[src/rtl/pipe_hazard_ctrl_pkg.sv]
// rtl/pipe_hazard_ctrl_pkg.sv - shared types and constants for the pipeline hazard sequencer
package pipe_hazard_ctrl_pkg;

  typedef enum logic [1:0] {
    RUN      = 2'd0,
    MEM_WAIT = 2'd1,
    ERROR    = 2'd2
  } hz_state_e;

  typedef struct packed {
    logic pc_write;
    logic if_id_write;
    logic if_id_flush;
    logic id_ex_write;
    logic id_ex_flush;
    logic ex_mem_write;
    logic mem_wb_bubble;
  } hz_ctrl_t;

  localparam logic [31:0] NOP_INSTR = 32'h0000_0013;

  localparam hz_ctrl_t CTRL_RUN    = hz_ctrl_t'(7'b1101010);
  localparam hz_ctrl_t CTRL_FREEZE = hz_ctrl_t'(7'b0000001);
  localparam hz_ctrl_t CTRL_RESET  = hz_ctrl_t'(7'b0010101);

  // x0 is hardwired to zero, so a load targeting it never creates a dependency
  function automatic logic load_use_hazard(input logic [4:0] rs1, input logic [4:0] rs2,
                                           input logic memread, input logic [4:0] rd);
    return memread && (rd != 5'd0) && ((rd == rs1) || (rd == rs2));
  endfunction

endpackage

[src/rtl/pipe_hazard_ctrl_if.sv]
// rtl/pipe_hazard_ctrl_if.sv - datapath-facing bundle between pipeline and hazard sequencer
interface pipe_hazard_ctrl_if #(
  parameter int CNT_W = 32
);
  logic [4:0]       id_rs1;
  logic [4:0]       id_rs2;
  logic             ex_memread;
  logic [4:0]       ex_rd;
  logic             ex_redirect;
  logic             mem_access;
  logic             dmem_ready;
  logic             pc_write;
  logic             if_id_write;
  logic             if_id_flush;
  logic             id_ex_write;
  logic             id_ex_flush;
  logic             ex_mem_write;
  logic             mem_wb_bubble;
  logic             mem_timeout_err;
  logic [CNT_W-1:0] stall_cnt;
  logic [CNT_W-1:0] flush_cnt;

  modport master (
    output id_rs1, id_rs2, ex_memread, ex_rd, ex_redirect, mem_access, dmem_ready,
    input  pc_write, if_id_write, if_id_flush, id_ex_write, id_ex_flush, ex_mem_write,
           mem_wb_bubble, mem_timeout_err, stall_cnt, flush_cnt
  );

  modport slave (
    input  id_rs1, id_rs2, ex_memread, ex_rd, ex_redirect, mem_access, dmem_ready,
    output pc_write, if_id_write, if_id_flush, id_ex_write, id_ex_flush, ex_mem_write,
           mem_wb_bubble, mem_timeout_err, stall_cnt, flush_cnt
  );
endinterface

[src/rtl/pipe_hazard_ctrl_sat_counter.sv]
// rtl/pipe_hazard_ctrl_sat_counter.sv - saturating event counter with synchronous clear
module sat_counter #(
  parameter int CNT_W = 32
) (
  input  logic             clk,
  input  logic             clear_i,
  input  logic             inc_i,
  output logic [CNT_W-1:0] count_o
);
  logic [CNT_W-1:0] count_q;

  always_ff @(posedge clk) begin
    if (clear_i) begin
      count_q <= '0;
    end else if (inc_i && (count_q != '1)) begin
      count_q <= count_q + 1'b1;
    end
  end

  assign count_o = count_q;
endmodule

[src/rtl/pipe_hazard_ctrl.sv]
// rtl/pipe_hazard_ctrl.sv - per-cycle load/hold/bubble sequencer for the 5-stage pipeline registers
module pipe_hazard_ctrl
  import pipe_hazard_ctrl_pkg::*;
#(
  parameter int MEM_TIMEOUT = 16,
  parameter int CNT_W       = 32
) (
  input logic               clk,
  input logic               reset,
  pipe_hazard_ctrl_if.slave hz
);
  localparam int WAIT_W = $clog2(MEM_TIMEOUT);

  localparam logic [1:0] ST_RUN      = RUN;
  localparam logic [1:0] ST_MEM_WAIT = MEM_WAIT;
  localparam logic [1:0] ST_ERROR    = ERROR;

  logic [1:0]        state_q, state_d;
  logic [WAIT_W-1:0] wait_q, wait_d;
  hz_ctrl_t          ctrl;
  logic              load_use;
  logic              redirect_apply;
  logic              stall_inc;

  assign load_use = load_use_hazard(hz.id_rs1, hz.id_rs2, hz.ex_memread, hz.ex_rd);

  always_comb begin
    state_d        = state_q;
    wait_d         = wait_q;
    ctrl           = CTRL_RUN;
    redirect_apply = 1'b0;
    if (!reset) begin
      ctrl    = CTRL_RESET;
      state_d = ST_RUN;
      wait_d  = '0;
    end else begin
      case (state_q)
        ST_RUN, ST_MEM_WAIT: begin
          if (((state_q == ST_MEM_WAIT) || hz.mem_access) && !hz.dmem_ready) begin
            ctrl = CTRL_FREEZE;
            if (state_q == ST_RUN) begin
              state_d = ST_MEM_WAIT;
              wait_d  = WAIT_W'(1);
            end else if (wait_q == WAIT_W'(MEM_TIMEOUT - 1)) begin
              state_d = ST_ERROR;
            end else begin
              wait_d = wait_q + 1'b1;
            end
          end else begin
            // Exit cycle behaves as RUN, so a redirect held by the frozen EX stage lands here
            state_d = ST_RUN;
            wait_d  = '0;
            if (hz.ex_redirect) begin
              ctrl.if_id_flush = 1'b1;
              ctrl.id_ex_flush = 1'b1;
              redirect_apply   = 1'b1;
            end else if (load_use) begin
              ctrl.pc_write    = 1'b0;
              ctrl.if_id_write = 1'b0;
              ctrl.id_ex_flush = 1'b1;
            end
          end
        end
        default: begin
          ctrl    = CTRL_FREEZE;
          state_d = ST_ERROR;
        end
      endcase
    end
  end

  always_ff @(posedge clk) begin
    if (!reset) begin
      state_q <= ST_RUN;
      wait_q  <= '0;
    end else begin
      state_q <= state_d;
      wait_q  <= wait_d;
    end
  end

  assign stall_inc = reset && !ctrl.pc_write;

  sat_counter #(.CNT_W(CNT_W)) u_stall_cnt (
    .clk     (clk),
    .clear_i (!reset),
    .inc_i   (stall_inc),
    .count_o (hz.stall_cnt)
  );

  sat_counter #(.CNT_W(CNT_W)) u_flush_cnt (
    .clk     (clk),
    .clear_i (!reset),
    .inc_i   (redirect_apply),
    .count_o (hz.flush_cnt)
  );

  assign hz.pc_write        = ctrl.pc_write;
  assign hz.if_id_write     = ctrl.if_id_write;
  assign hz.if_id_flush     = ctrl.if_id_flush;
  assign hz.id_ex_write     = ctrl.id_ex_write;
  assign hz.id_ex_flush     = ctrl.id_ex_flush;
  assign hz.ex_mem_write    = ctrl.ex_mem_write;
  assign hz.mem_wb_bubble   = ctrl.mem_wb_bubble;
  assign hz.mem_timeout_err = (state_q == ST_ERROR);
endmodule

[src/flat_wrapper.sv]
// flat-port wrapper written by rule: the top's interface ports become plain ports
module pipe_hazard_ctrl_flat import pipe_hazard_ctrl_pkg::*;
#(
  parameter int MEM_TIMEOUT = 16,
  parameter int CNT_W       = 32
)
  (clk, reset, hz_id_rs1, hz_id_rs2, hz_ex_memread, hz_ex_rd, hz_ex_redirect, hz_mem_access, hz_dmem_ready, hz_pc_write, hz_if_id_write, hz_if_id_flush, hz_id_ex_write, hz_id_ex_flush, hz_ex_mem_write, hz_mem_wb_bubble, hz_mem_timeout_err, hz_stall_cnt, hz_flush_cnt);
  pipe_hazard_ctrl_if #(.CNT_W(CNT_W)) hz_i ();
  input logic clk;
  input logic reset;
  input wire logic [$bits(hz_i.id_rs1)-1:0] hz_id_rs1;
  input wire logic [$bits(hz_i.id_rs2)-1:0] hz_id_rs2;
  input wire logic [$bits(hz_i.ex_memread)-1:0] hz_ex_memread;
  input wire logic [$bits(hz_i.ex_rd)-1:0] hz_ex_rd;
  input wire logic [$bits(hz_i.ex_redirect)-1:0] hz_ex_redirect;
  input wire logic [$bits(hz_i.mem_access)-1:0] hz_mem_access;
  input wire logic [$bits(hz_i.dmem_ready)-1:0] hz_dmem_ready;
  output wire logic [$bits(hz_i.pc_write)-1:0] hz_pc_write;
  output wire logic [$bits(hz_i.if_id_write)-1:0] hz_if_id_write;
  output wire logic [$bits(hz_i.if_id_flush)-1:0] hz_if_id_flush;
  output wire logic [$bits(hz_i.id_ex_write)-1:0] hz_id_ex_write;
  output wire logic [$bits(hz_i.id_ex_flush)-1:0] hz_id_ex_flush;
  output wire logic [$bits(hz_i.ex_mem_write)-1:0] hz_ex_mem_write;
  output wire logic [$bits(hz_i.mem_wb_bubble)-1:0] hz_mem_wb_bubble;
  output wire logic [$bits(hz_i.mem_timeout_err)-1:0] hz_mem_timeout_err;
  output wire logic [$bits(hz_i.stall_cnt)-1:0] hz_stall_cnt;
  output wire logic [$bits(hz_i.flush_cnt)-1:0] hz_flush_cnt;
  assign hz_i.id_rs1 = hz_id_rs1;
  assign hz_i.id_rs2 = hz_id_rs2;
  assign hz_i.ex_memread = hz_ex_memread;
  assign hz_i.ex_rd = hz_ex_rd;
  assign hz_i.ex_redirect = hz_ex_redirect;
  assign hz_i.mem_access = hz_mem_access;
  assign hz_i.dmem_ready = hz_dmem_ready;
  assign hz_pc_write = hz_i.pc_write;
  assign hz_if_id_write = hz_i.if_id_write;
  assign hz_if_id_flush = hz_i.if_id_flush;
  assign hz_id_ex_write = hz_i.id_ex_write;
  assign hz_id_ex_flush = hz_i.id_ex_flush;
  assign hz_ex_mem_write = hz_i.ex_mem_write;
  assign hz_mem_wb_bubble = hz_i.mem_wb_bubble;
  assign hz_mem_timeout_err = hz_i.mem_timeout_err;
  assign hz_stall_cnt = hz_i.stall_cnt;
  assign hz_flush_cnt = hz_i.flush_cnt;
  pipe_hazard_ctrl #(.MEM_TIMEOUT(MEM_TIMEOUT), .CNT_W(CNT_W)) u_core (.clk(clk), .reset(reset), .hz(hz_i));
endmodule
[config.mk]
export PLATFORM = sky130hd
export DESIGN_NAME = pipe_hazard_ctrl_flat
export DESIGN_NICKNAME = d
export VERILOG_FILES = /design/src/rtl/pipe_hazard_ctrl_pkg.sv /design/src/rtl/pipe_hazard_ctrl_if.sv /design/src/rtl/pipe_hazard_ctrl_sat_counter.sv /design/src/rtl/pipe_hazard_ctrl.sv /design/src/flat_wrapper.sv
export SDC_FILE = /design/constraint.sdc
export NUM_CORES = 1
export LEC_CHECK = 0
export CAP_MARGIN = 5
export CELL_PAD_IN_SITES_DETAIL_PLACEMENT = 1
export CELL_PAD_IN_SITES_GLOBAL_PLACEMENT = 1
export CORE_ASPECT_RATIO = 1.4
export CORE_MARGIN = 2
export CORE_UTILIZATION = 40
export CTS_CLUSTER_SIZE = 8
export DETAILED_ROUTE_END_ITERATION = 6
export DONT_BUFFER_PORTS = 1
export PLACE_DENSITY = 0.81
export RECOVER_POWER = 100
export SYNTH_ARGS = -nofsm -noshare
export SYNTH_HDL_FRONTEND = slang
export SYNTH_SLANG_ARGS = --single-unit
[constraint.sdc]
create_clock -name clk -period 3.09 [get_ports clk]
set_input_delay 0 -clock clk [delete_from_list [all_inputs] [get_ports clk]]
set_output_delay 0 -clock clk [all_outputs]
set_load 0.02 [all_outputs]
# After elaboration in Yosys (flattened, before gate mapping)
# Cells that the tools add are included.
op_classes:
  add_sub_neg: 3
  eq_ne: 9
  n_mux: 21
  n_reduce_logical: 16
ops:
  columns: ["operator", "count"]
  rows:
  - ["adder 32 x 1 -> 32 bit (second input constant)", 2]
  - ["inequality test 32 bit (second input constant)", 2]
  - ["2-to-1 mux 2 bit", 7]
  - ["2-to-1 mux 7 bit", 2]
  - ["2-to-1 mux 4 bit", 3]
  - ["equality test 5 bit", 2]
  - ["2-to-1 mux 1 bit", 8]
  - ["logical AND 1 bit", 6]
  - ["nonzero test 5 bit", 1]
  - ["adder 4 x 1 -> 4 bit (second input constant)", 1]
  - ["equality test 4 bit (second input constant)", 1]
  - ["inequality test 4 bit (second input constant)", 1]
  - ["2-to-1 mux 3 bit", 1]
  - ["inequality test 3 bit (second input constant)", 1]
  - ["AND reduction 3 bit", 1]
  - ["equality test 2 x 1 -> 1 bit (second input constant)", 1]
  - ["equality test 2 bit (second input constant)", 1]
  - ["zero test 1 bit", 2]
  - ["zero test 2 bit", 1]
  - ["logical OR 1 bit", 2]
  - ["AND reduction 2 bit", 1]
  - ["nonzero test 2 bit", 1]
  - ["OR reduction 2 bit", 1]
totals:
  reg_bits: 70
  output_inout_bits: 72

# Logic depth before layout (Yosys ltp)
# Gate-level depths: netlist of the first run.
logic_depth:
  depth_word: 11
  ltp_mapped: 9

# Hierarchy
# A second synthesis of the first run with hierarchy kept.
unflattened:
  cells_unflattened: 461
  area_unflattened_um2: 3851.2
by_module_without_submodules:
  columns: ["module", "n_inst", "cells_each", "area_per_inst_um2", "seq_area_each_um2"]
  rows:
  - ["sat_counter", 2, 199, 1674.1, 640.6]
  - ["pipe_hazard_ctrl", 1, 63, 503.0, 120.1]

# Worst setup path before layout of the first run
# OpenSTA, ideal clock, no wires.
synth_timing:
  path_type: "flip-flop to flip-flop"
  start: "register u_core.u_flush_cnt.count_q[0], in the netlist u_core.u_flush_cnt.count_o[0]"
  end: "register u_core.u_flush_cnt.count_q[30], in the netlist u_core.u_flush_cnt.count_o[30]"
  setup_ns: 0.128
  t_arrival_ns: 2.072
  setup_slack_ns: 0.891
  stages_incl_launch_ff: 9
  path_cell_list: "dfxtp_1 -> ha_1 -> nand2_1 -> or3_4 -> a2111o_1 -> buf_6 -> nor4_4 -> xnor2_1 -> nor2_1"
synth_between:
  elab_chain_cells: 2
  elab_cells_between_ends: 3
  cone_classes: "add/sub: 1; eq/ne: 1; reduce/logical: 1"
synth_rtl:
  columns: ["element", "line_no", "rtl"]
  rows:
  - ["from (decl)", "pipe_hazard_ctrl_sat_counter.sv:10", "logic [CNT_W-1:0] count_q;"]
  - ["from (signal assigned)", "pipe_hazard_ctrl_sat_counter.sv:16", "count_q <= count_q + 1'b1;"]
  - ["branches (longest 2 deep; another with adder 32 x 1 -> 32 bit)", null, null]
# Parallel ways; which one is timed is not known.
# A chain may end at the register's enable or synchronous reset.

# Worst setup path after layout of the first run
layout_timing:
  start: "register u_core.u_stall_cnt.count_q[3], in the netlist u_core.u_stall_cnt.count_o[3]"
  end: "register u_core.u_stall_cnt.count_q[31], in the netlist u_core.u_stall_cnt.count_o[31]"
layout_between:
  elab_chain_cells: 2
  elab_cells_between_ends: 3
  cone_classes: "add/sub: 1; eq/ne: 1; reduce/logical: 1"
layout_rtl:
  columns: ["element", "line_no"]
  rows:
  - ["from (decl)", "pipe_hazard_ctrl_sat_counter.sv:10"]
  - ["from (signal assigned)", "pipe_hazard_ctrl_sat_counter.sv:16"]
  - ["branches (longest 2 deep; another with adder 32 x 1 -> 32 bit)", null]
# Parallel ways; which one is timed is not known.

==> results.yml, run 1 <==
status:
  outcome: "finished clean"
worst_setup_path:
  arrival_ns: 3.06
  r2r_cells: 7
  worst-path-max-fanout: 13
  cp.required_ns: 3.30
  rr_startpoint: "u_core.u_stall_cnt.count_o[3]"
  crit_type: "reg2reg"
  end_kind: "register"
  r2r_slack_ns: 0.24
  r2r_end: "u_core.u_stall_cnt.count_o[31]"
  start_kind: "register"
clocking:
  clk_pin_slew_ns: 0.06
  cts-root-buf: "clkbuf_16"
  clkSinkCount: 70
  cts_max_path_buffers: 2
  ctsHtreeMaxLevel: 3
  numCtsBuffers: 9
  tritoncts: "yes"
  cts_post_setup_buffers_inserted: 0
  clk_latency_ns: 0.33
pwr:
  p_per_area_mw_per_mm2: 482
  swShare: 0.225
  pwr-share-clk: 0.503
  vdd_drop_max_mv: 0.305
  comb_power_share: 0.043
  seq_power_share: 0.453
  p_sw_mw: 0.456
  power.leakage_nw: 1.34
  intPower_mw: 1.57
global_route:
  antenna_found_initial: 0
  grt_overflow: 0
  grt_max_degree: 48
  grt_pass1_wl_microns: 17600
  grt_pass1_vias: 3638
  gr-usage-all-layers: 0.211
logic_synthesis:
  netlist-cell-type-count: 48
  netlist_area_sq_mm: 0.00386
  ys_ff_latch: 70
  syn-instance-count: 475
  yosysSeqAreaShare: 0.363
  synth_enable_flop_cells: 0
  syn_area_per_cell_sq_um: 8.12
  synth_nets: 499
  yosysWarnings: 0
  ys.flop_type: "dfxtp_1"
  synthArstFlopShare: 0
final_layout:
  fin_nets: 494
  final_cell_mix: "70 x dfxtp_1, 61 x nand2_1, 46 x nor2_1"
  antenna_cells: 0
  layout.cells.non_filler: 584
  area_growth_pct: 8.92
  final_common_cell: "dfxtp_1"
  fin_util: 0.447
  drive_gt1_frac: 0.0654
  final_area_sq_mm: 0.00420
floorplanning:
  die_h_microns: 120
  pin_count: 93
  initial_core_util: 0.410
  chipWidth_microns: 87.0
  rows: 42
  die_area_sq_mm: 0.0105
  core_area_sq_mm: 0.00941
sta:
  max_freq_ghz: 0.351
  rsz0062_at_grt: "no"
  tightestPinTransition_ns: 0.880
  fin_crit_ns: 2.85
  hold_viol: 0
  setup_ws_ns: 0.244
  finalMaxSlewViolations: 0
  setup_viol: 0
  tns_ns: 0
  slew_headroom: 0.415
  finalClockSkew_ns: 0.00709
  post-route-period-util: 0.921
drt:
  wl_per_cell_microns: 18.6
  wl_microns: 10900
  dr_total_vias: 3556
  viasPerCell: 6.09
  drc: 0
  firstDrtPassIters: 4
  drtIter0Drc: 91
  ant_nets: 0
placed_design:
  placedCellCount: 566
  dp_hpwl_microns: 7730
  place_ws_ns: 0.552
  placed_cell_area_sq_mm: 0.00393
  gp_congestion: 0.837
  place.port_buffers: 0
hold_path:
  hold_end: "u_core.state_q[0]"
  hold_start: "hz_mem_access"
  holdPathStages: 3
  hp-class: "in2reg"
run:
  cap_violations: 0
sequential cells by signal (all words and copies together), names as in the netlist:
register                    count
u_core.state_q                  2
u_core.u_flush_cnt.count_o     32
u_core.u_stall_cnt.count_o     32
u_core.wait_q                   4
cells by family (layout without fill, tap and decap cells):
kind of cell / Yosys count / in the layout / synth area share
compound gates: 63 / 63 / 0.103
buf+inv: 38 / 37 / 0.0435
xor+xnor: 30 / 30 / 0.0681
simple gates: 251 / 251 / 0.360
fa+ha+maj: 3 / 3 / 0.00973
flops: 70 / 70 / 0.363
mux: 20 / 20 / 0.0519
area by class of cell:
class / count / area, sq um
fill: 1136 / 5200
multi-input combinational: 367 / 2240
sequential: 70 / 1400
clock buffer: 10 / 239
tap: 110 / 138
timing repair buffer: 11 / 88.8
clock inverter: 5 / 50.0
inverter: 11 / 41.3
Yosys cell counts, types with 5 or more instances:
| master | number | area (sq um) |
|---|---|---|
| and3_1 | 10 | 62.6 |
| xor2_1 | 14 | 123 |
| and2_1 | 5 | 31.3 |
| clkbuf_1 | 15 | 56.3 |
| or3_1 | 6 | 37.5 |
| nor4_1 | 15 | 93.8 |
| nor3_1 | 15 | 75.1 |
| o21ai_0 | 10 | 50.1 |
| xnor2_1 | 16 | 140 |
| o31ai_1 | 13 | 97.6 |
| nand3_1 | 22 | 110 |
| mux2i_1 | 20 | 200 |
| or4_1 | 17 | 128 |
| a21oi_1 | 24 | 120 |
| nand2b_1 | 14 | 87.6 |
| nand4_1 | 22 | 138 |
| buf_2 | 8 | 40.0 |
| inv_1 | 10 | 37.5 |
| dfxtp_1 | 70 | 1400 |
| nor2_1 | 46 | 173 |
| nand2_1 | 60 | 225 |
power groups by stage:
| stage | Combinational (mW) | Sequential (mW) | Clock, mW |
|---|---|---|---|
| detailed placement | 0.0769 | 0.938 | 0 |
| finish | 0.0879 | 0.918 | 1.02 |
| global placement | 0.0734 | 0.937 | 0 |
| global route | 0.0983 | 0.918 | 1.09 |
| floorplan | 0.0715 | 0.936 | 0 |
| CTS | 0.0893 | 0.918 | 1.04 |
through the flow:
stage / total power, mW / hold WS (ns)
floorplan: 1.01 / 0.177
global placement: 1.01 / 0.129
detailed placement: 1.01 / 0.135
CTS: 2.05 / 0.00692
global route: 2.11 / 0.0210
finish: 2.03 / 0.00830
critical path, cell delays in order, from the launching register on:
cell and delay, ns:
dfxtp_1 0.62, nand4_1 0.37, nor3_2 0.33, and3_2 0.37
buf_4 0.23, nor4_1 0.07, o21a_1 0.17, dlygate4sd3_1 0.54
worst max-delay path by stage:
stage | start | end | slack [ns] | cells after the start
after detailed placement | u_core.u_flush_cnt.count_o[1] | u_core.u_flush_cnt.count_o[24] | 0.55 | 7
final | u_core.u_stall_cnt.count_o[3] | u_core.u_stall_cnt.count_o[31] | 0.24 | 7
after global placement | u_core.u_flush_cnt.count_o[0] | u_core.u_flush_cnt.count_o[30] | 0.68 | 7
after floorplan | u_core.u_flush_cnt.count_o[0] | u_core.u_flush_cnt.count_o[30] | 0.89 | 8
after global routing | u_core.u_stall_cnt.count_o[3] | u_core.u_stall_cnt.count_o[31] | 0.09 | 7
after CTS | u_core.u_stall_cnt.count_o[3] | u_core.u_stall_cnt.count_o[31] | 0.05 | 7
metal layers:
metal / GRT usage / routed length, microns / up-vias
li1: - / - / 1712
met1: 0.217 / 4220 / 1767
met2: 0.391 / 5910 / 68
met3: 0.0751 / 619 / 9
met4: 0.0635 / 127 / 0
met5: 0 / 0 / -
what timing repair did:
action,in CTS,in global routing
hold endpoints to repair,29,0
gates resized for setup,0,2
endpoints found under the setup margin,0,1
hold buffers,3,0
No activity file was read; power rests on OpenSTA's default activity.
==> inputs of run 2 (changes only) <==
--- a/config.mk
+++ b/config.mk
@@ -5,16 +5,16 @@
 export SDC_FILE = /design/constraint.sdc
 export NUM_CORES = 1
 export LEC_CHECK = 0
+export ABC_AREA = 1
 export CAP_MARGIN = 5
 export CELL_PAD_IN_SITES_DETAIL_PLACEMENT = 1
 export CELL_PAD_IN_SITES_GLOBAL_PLACEMENT = 1
 export CORE_ASPECT_RATIO = 1.4
-export CORE_MARGIN = 2
-export CORE_UTILIZATION = 40
+export CORE_UTILIZATION = 47
 export CTS_CLUSTER_SIZE = 8
 export DETAILED_ROUTE_END_ITERATION = 6
 export DONT_BUFFER_PORTS = 1
-export PLACE_DENSITY = 0.81
+export PLACE_DENSITY = 0.95
 export RECOVER_POWER = 100
 export SYNTH_ARGS = -nofsm -noshare
 export SYNTH_HDL_FRONTEND = slang
==> run 2 against run 1 <==
Compared with the run above:
- maximum frequency increased by 5.7%
- register-to-register slack improved by 0.22 ns
- first-iteration DRC count increased by 140%
- wire length increased by 46%
- the run now ends with negative hold slack left
- critical path type is now reg2out
- highest routed layer unchanged
- hold slack got worse by 0.011 ns
- die area decreased by 1.5%
- sequential cell count unchanged
==> results.yml, run 2 <==
sta:
  rsz0062_at_grt: "no"
  whs_ns: -0.00232
  hold_viol: 1
  finalClockSkew_ns: 0.00958
  post-route-period-util: 0.871
  tns_ns: 0
  max_freq_ghz: 0.371
  tightestPinTransition_ns: 0.831
  setup_viol: 0
  setup_ws_ns: 0.398
  finalMaxSlewViolations: 0
  slew_headroom: 0.444
  fin_crit_ns: 2.69
drt:
  wl_microns: 15900
  wl_per_cell_microns: 18.0
  drc: 0
  ant_nets: 0
  drtIter0Drc: 214
  dr_total_vias: 5095
  viasPerCell: 5.76
  firstDrtPassIters: 7
worst_setup_path:
  critPathMaxStageDelay_ns: 0.48
  path_common_cell: "a21oi_1"
  end_kind: "output port"
  cp_cell_sequence: "inv_1 -> nand2_2 -> a21oi_1 -> nor2_1 -> nand2_1 -> clkbuf_2 -> a21oi_1 -> clkbuf_1"
  arrival_ns: 2.69
  start_kind: "register"
  slowest_stage: "clkbuf_2"
  crit_type: "reg2out"
  worst-path-max-fanout: 33
  r2r_cells: 11
  cp.required_ns: 3.09
placed_design:
  placedCellCount: 865
  dp_hpwl_microns: 11200
  place_ws_ns: 0.695
  place.port_buffers: 0
  gp_congestion: 0.943
final_layout:
  antenna_cells: 0
  drive_gt1_frac: 0.0492
  fin_nets: 771
  final_common_cell: "nand2_1"
  fillers: 1329
  area_growth_pct: 7.75
  final_cell_mix: "270 x nand2_1, 109 x nor2_1, 70 x dfxtp_1"
  layout.cells.non_filler: 884
logic_synthesis:
  yosysWarnings: 0
  synth_top_area_share: 0.301
  ys.flop_type: "dfxtp_1"
  syn_area_per_cell_sq_um: 6.17
  syn-instance-count: 753
  netlist_area_sq_mm: 0.00465
  synth_top_cell_by_area: "dfxtp_1"
  synth.most_common_cell: "nand2_1"
  yosysSeqAreaShare: 0.301
  yosys-top-cells-area: "dfxtp_1 30%, nand2_1 22%, nor2_1 8.6%"
  synth_nets: 777
  synthArstFlopShare: 0
  ys_ff_latch: 70
  synthTopCellsByCount: "269 x nand2_1, 107 x nor2_1, 70 x dfxtp_1, 62 x a21oi_1, 52 x inv_1"
  synth_enable_flop_cells: 0
  netlist-cell-type-count: 33
pwr:
  p_sw_mw: 0.521
  intPower_mw: 1.60
  swShare: 0.245
  pwr-share-clk: 0.509
  vdd_drop_max_mv: 0.250
  p_per_area_mw_per_mm2: 424
  comb_power_share: 0.059
  seq_power_share: 0.432
  power.leakage_nw: 1.79
floorplanning:
  initial_core_util: 0.489
  pin_count: 93
  die_area_sq_mm: 0.0103
  chipWidth_microns: 86.1
  core_area_sq_mm: 0.00951
  die_h_microns: 120
  rows: 42
global_route:
  antenna_found_initial: 0
  gr-usage-all-layers: 0.318
  grt_max_degree: 38
  grt_pass1_wl_microns: 25700
  grt_pass1_vias: 5459
  grt_overflow: 0
hold_path:
  holdPathStages: 4
  hp-class: "in2reg"
clocking:
  cts-root-buf: "clkbuf_16"
  numCtsBuffers: 9
  ctsHtreeMaxLevel: 3
  clkSinkCount: 70
  clk_pin_slew_ns: 0.05
  cts_max_path_buffers: 2
  tritoncts: "yes"
  cts_post_setup_buffers_inserted: 0
  clk_latency_ns: 0.34
run:
  cap_violations: 0
status:
  violations: "negative hold slack"
  outcome: "complete, but fails checks"
## run 2: cell count changes after synthesis, sizes merged, moves of 17 or more
| cell | delta |
|---|---|
| inv | +46 |
| nand2 | +211 |
| or4 | -17 |
| a21oi | +39 |
| nor4 | -21 |
| xor2 | +18 |
| mux2i | -20 |
| nor2 | +69 |
## run 2: path summary, 6_finish.rpt
kind	startpoint	to	slack, ns
worst max-delay path	u_core.state_q[1]	hz_if_id_write	0.40
worst max register to register	u_core.u_flush_cnt.count_o[0]	u_core.u_flush_cnt.count_o[8]	0.46
worst min-delay path	hz_mem_access	u_core.wait_q[0]	-0.002
worst min register to register	u_core.wait_q[2]	u_core.wait_q[2]	0.51
## run 2: power groups by stage
stage	Clock (mW)	Combinational (mW)	Sequential, mW
final	1.08	0.125	0.916
after global routing	1.14	0.137	0.916
after CTS	1.10	0.130	0.916
after detailed placement	0	0.123	0.935
after global placement	0	0.118	0.935
after floorplan	0	0.106	0.934
## run 2: critical path, delay by kind of cell (launching register included)
kind                   cells  cell delay [ns]
flip-flops                 1             0.36
AO/OA/AOI/OAI              2             0.40
buffers and inverters      3             1.00
AND/OR/NAND/NOR            3             0.60
## run 2: timing repair
item                      in CTS  in global routing
gates resized for setup        0                  0
hold endpoints to repair      13                  0
hold buffers                   3                  0
## run 2: kinds of logic (layout without fill, tap and decap cells)
logic type / after synthesis / after routing / share of synthesized area
AOI/OAI and AO/OA: 76 / 76 / 0.0848
xor gates and xnor gates: 41 / 41 / 0.0773
adders and majority gates: 3 / 3 / 0.00808
buffers and inverters: 85 / 84 / 0.0821
DFF: 70 / 70 / 0.301
and+or+nand+nor: 478 / 478 / 0.446
## run 2: final cells by class
cell class                 count  area (sq um)  share of cell area
clock buffer                  11           253              0.0505
clock inverter                 5          57.6              0.0115
multi-input combinational    598          2840               0.567
inverter                      59           221              0.0442
tap                          132           165              0.0330
sequential                    70          1400               0.280
timing repair buffer           9          68.8              0.0137
## run 2: routing by layer
metal,routed length (microns),part of all wire,vias to the layer above,track usage
met4,844,0.053,0,0.192
li1,-,-,2401,-
met3,1010,0.063,82,0.0798
met2,8630,0.54,200,0.600
met5,0,0,-,0
met1,5430,0.34,2412,0.300
## run 2: stage by stage
| step | utilization | cell area [sq um] | total power, mW | hold slack, ns |
|---|---|---|---|---|
| CTS | 0.530 | 5040 | 2.14 | 0.000626 |
| detailed placement | 0.494 | 4700 | 1.06 | 0.103 |
| floorplan | - | 4650 | 1.04 | 0.0890 |
| global route | 0.527 | 5010 | 2.19 | 0.0204 |
| finish | 0.527 | 5010 | 2.12 | -0.00232 |
| global placement | 0.494 | 4700 | 1.05 | 0.102 |
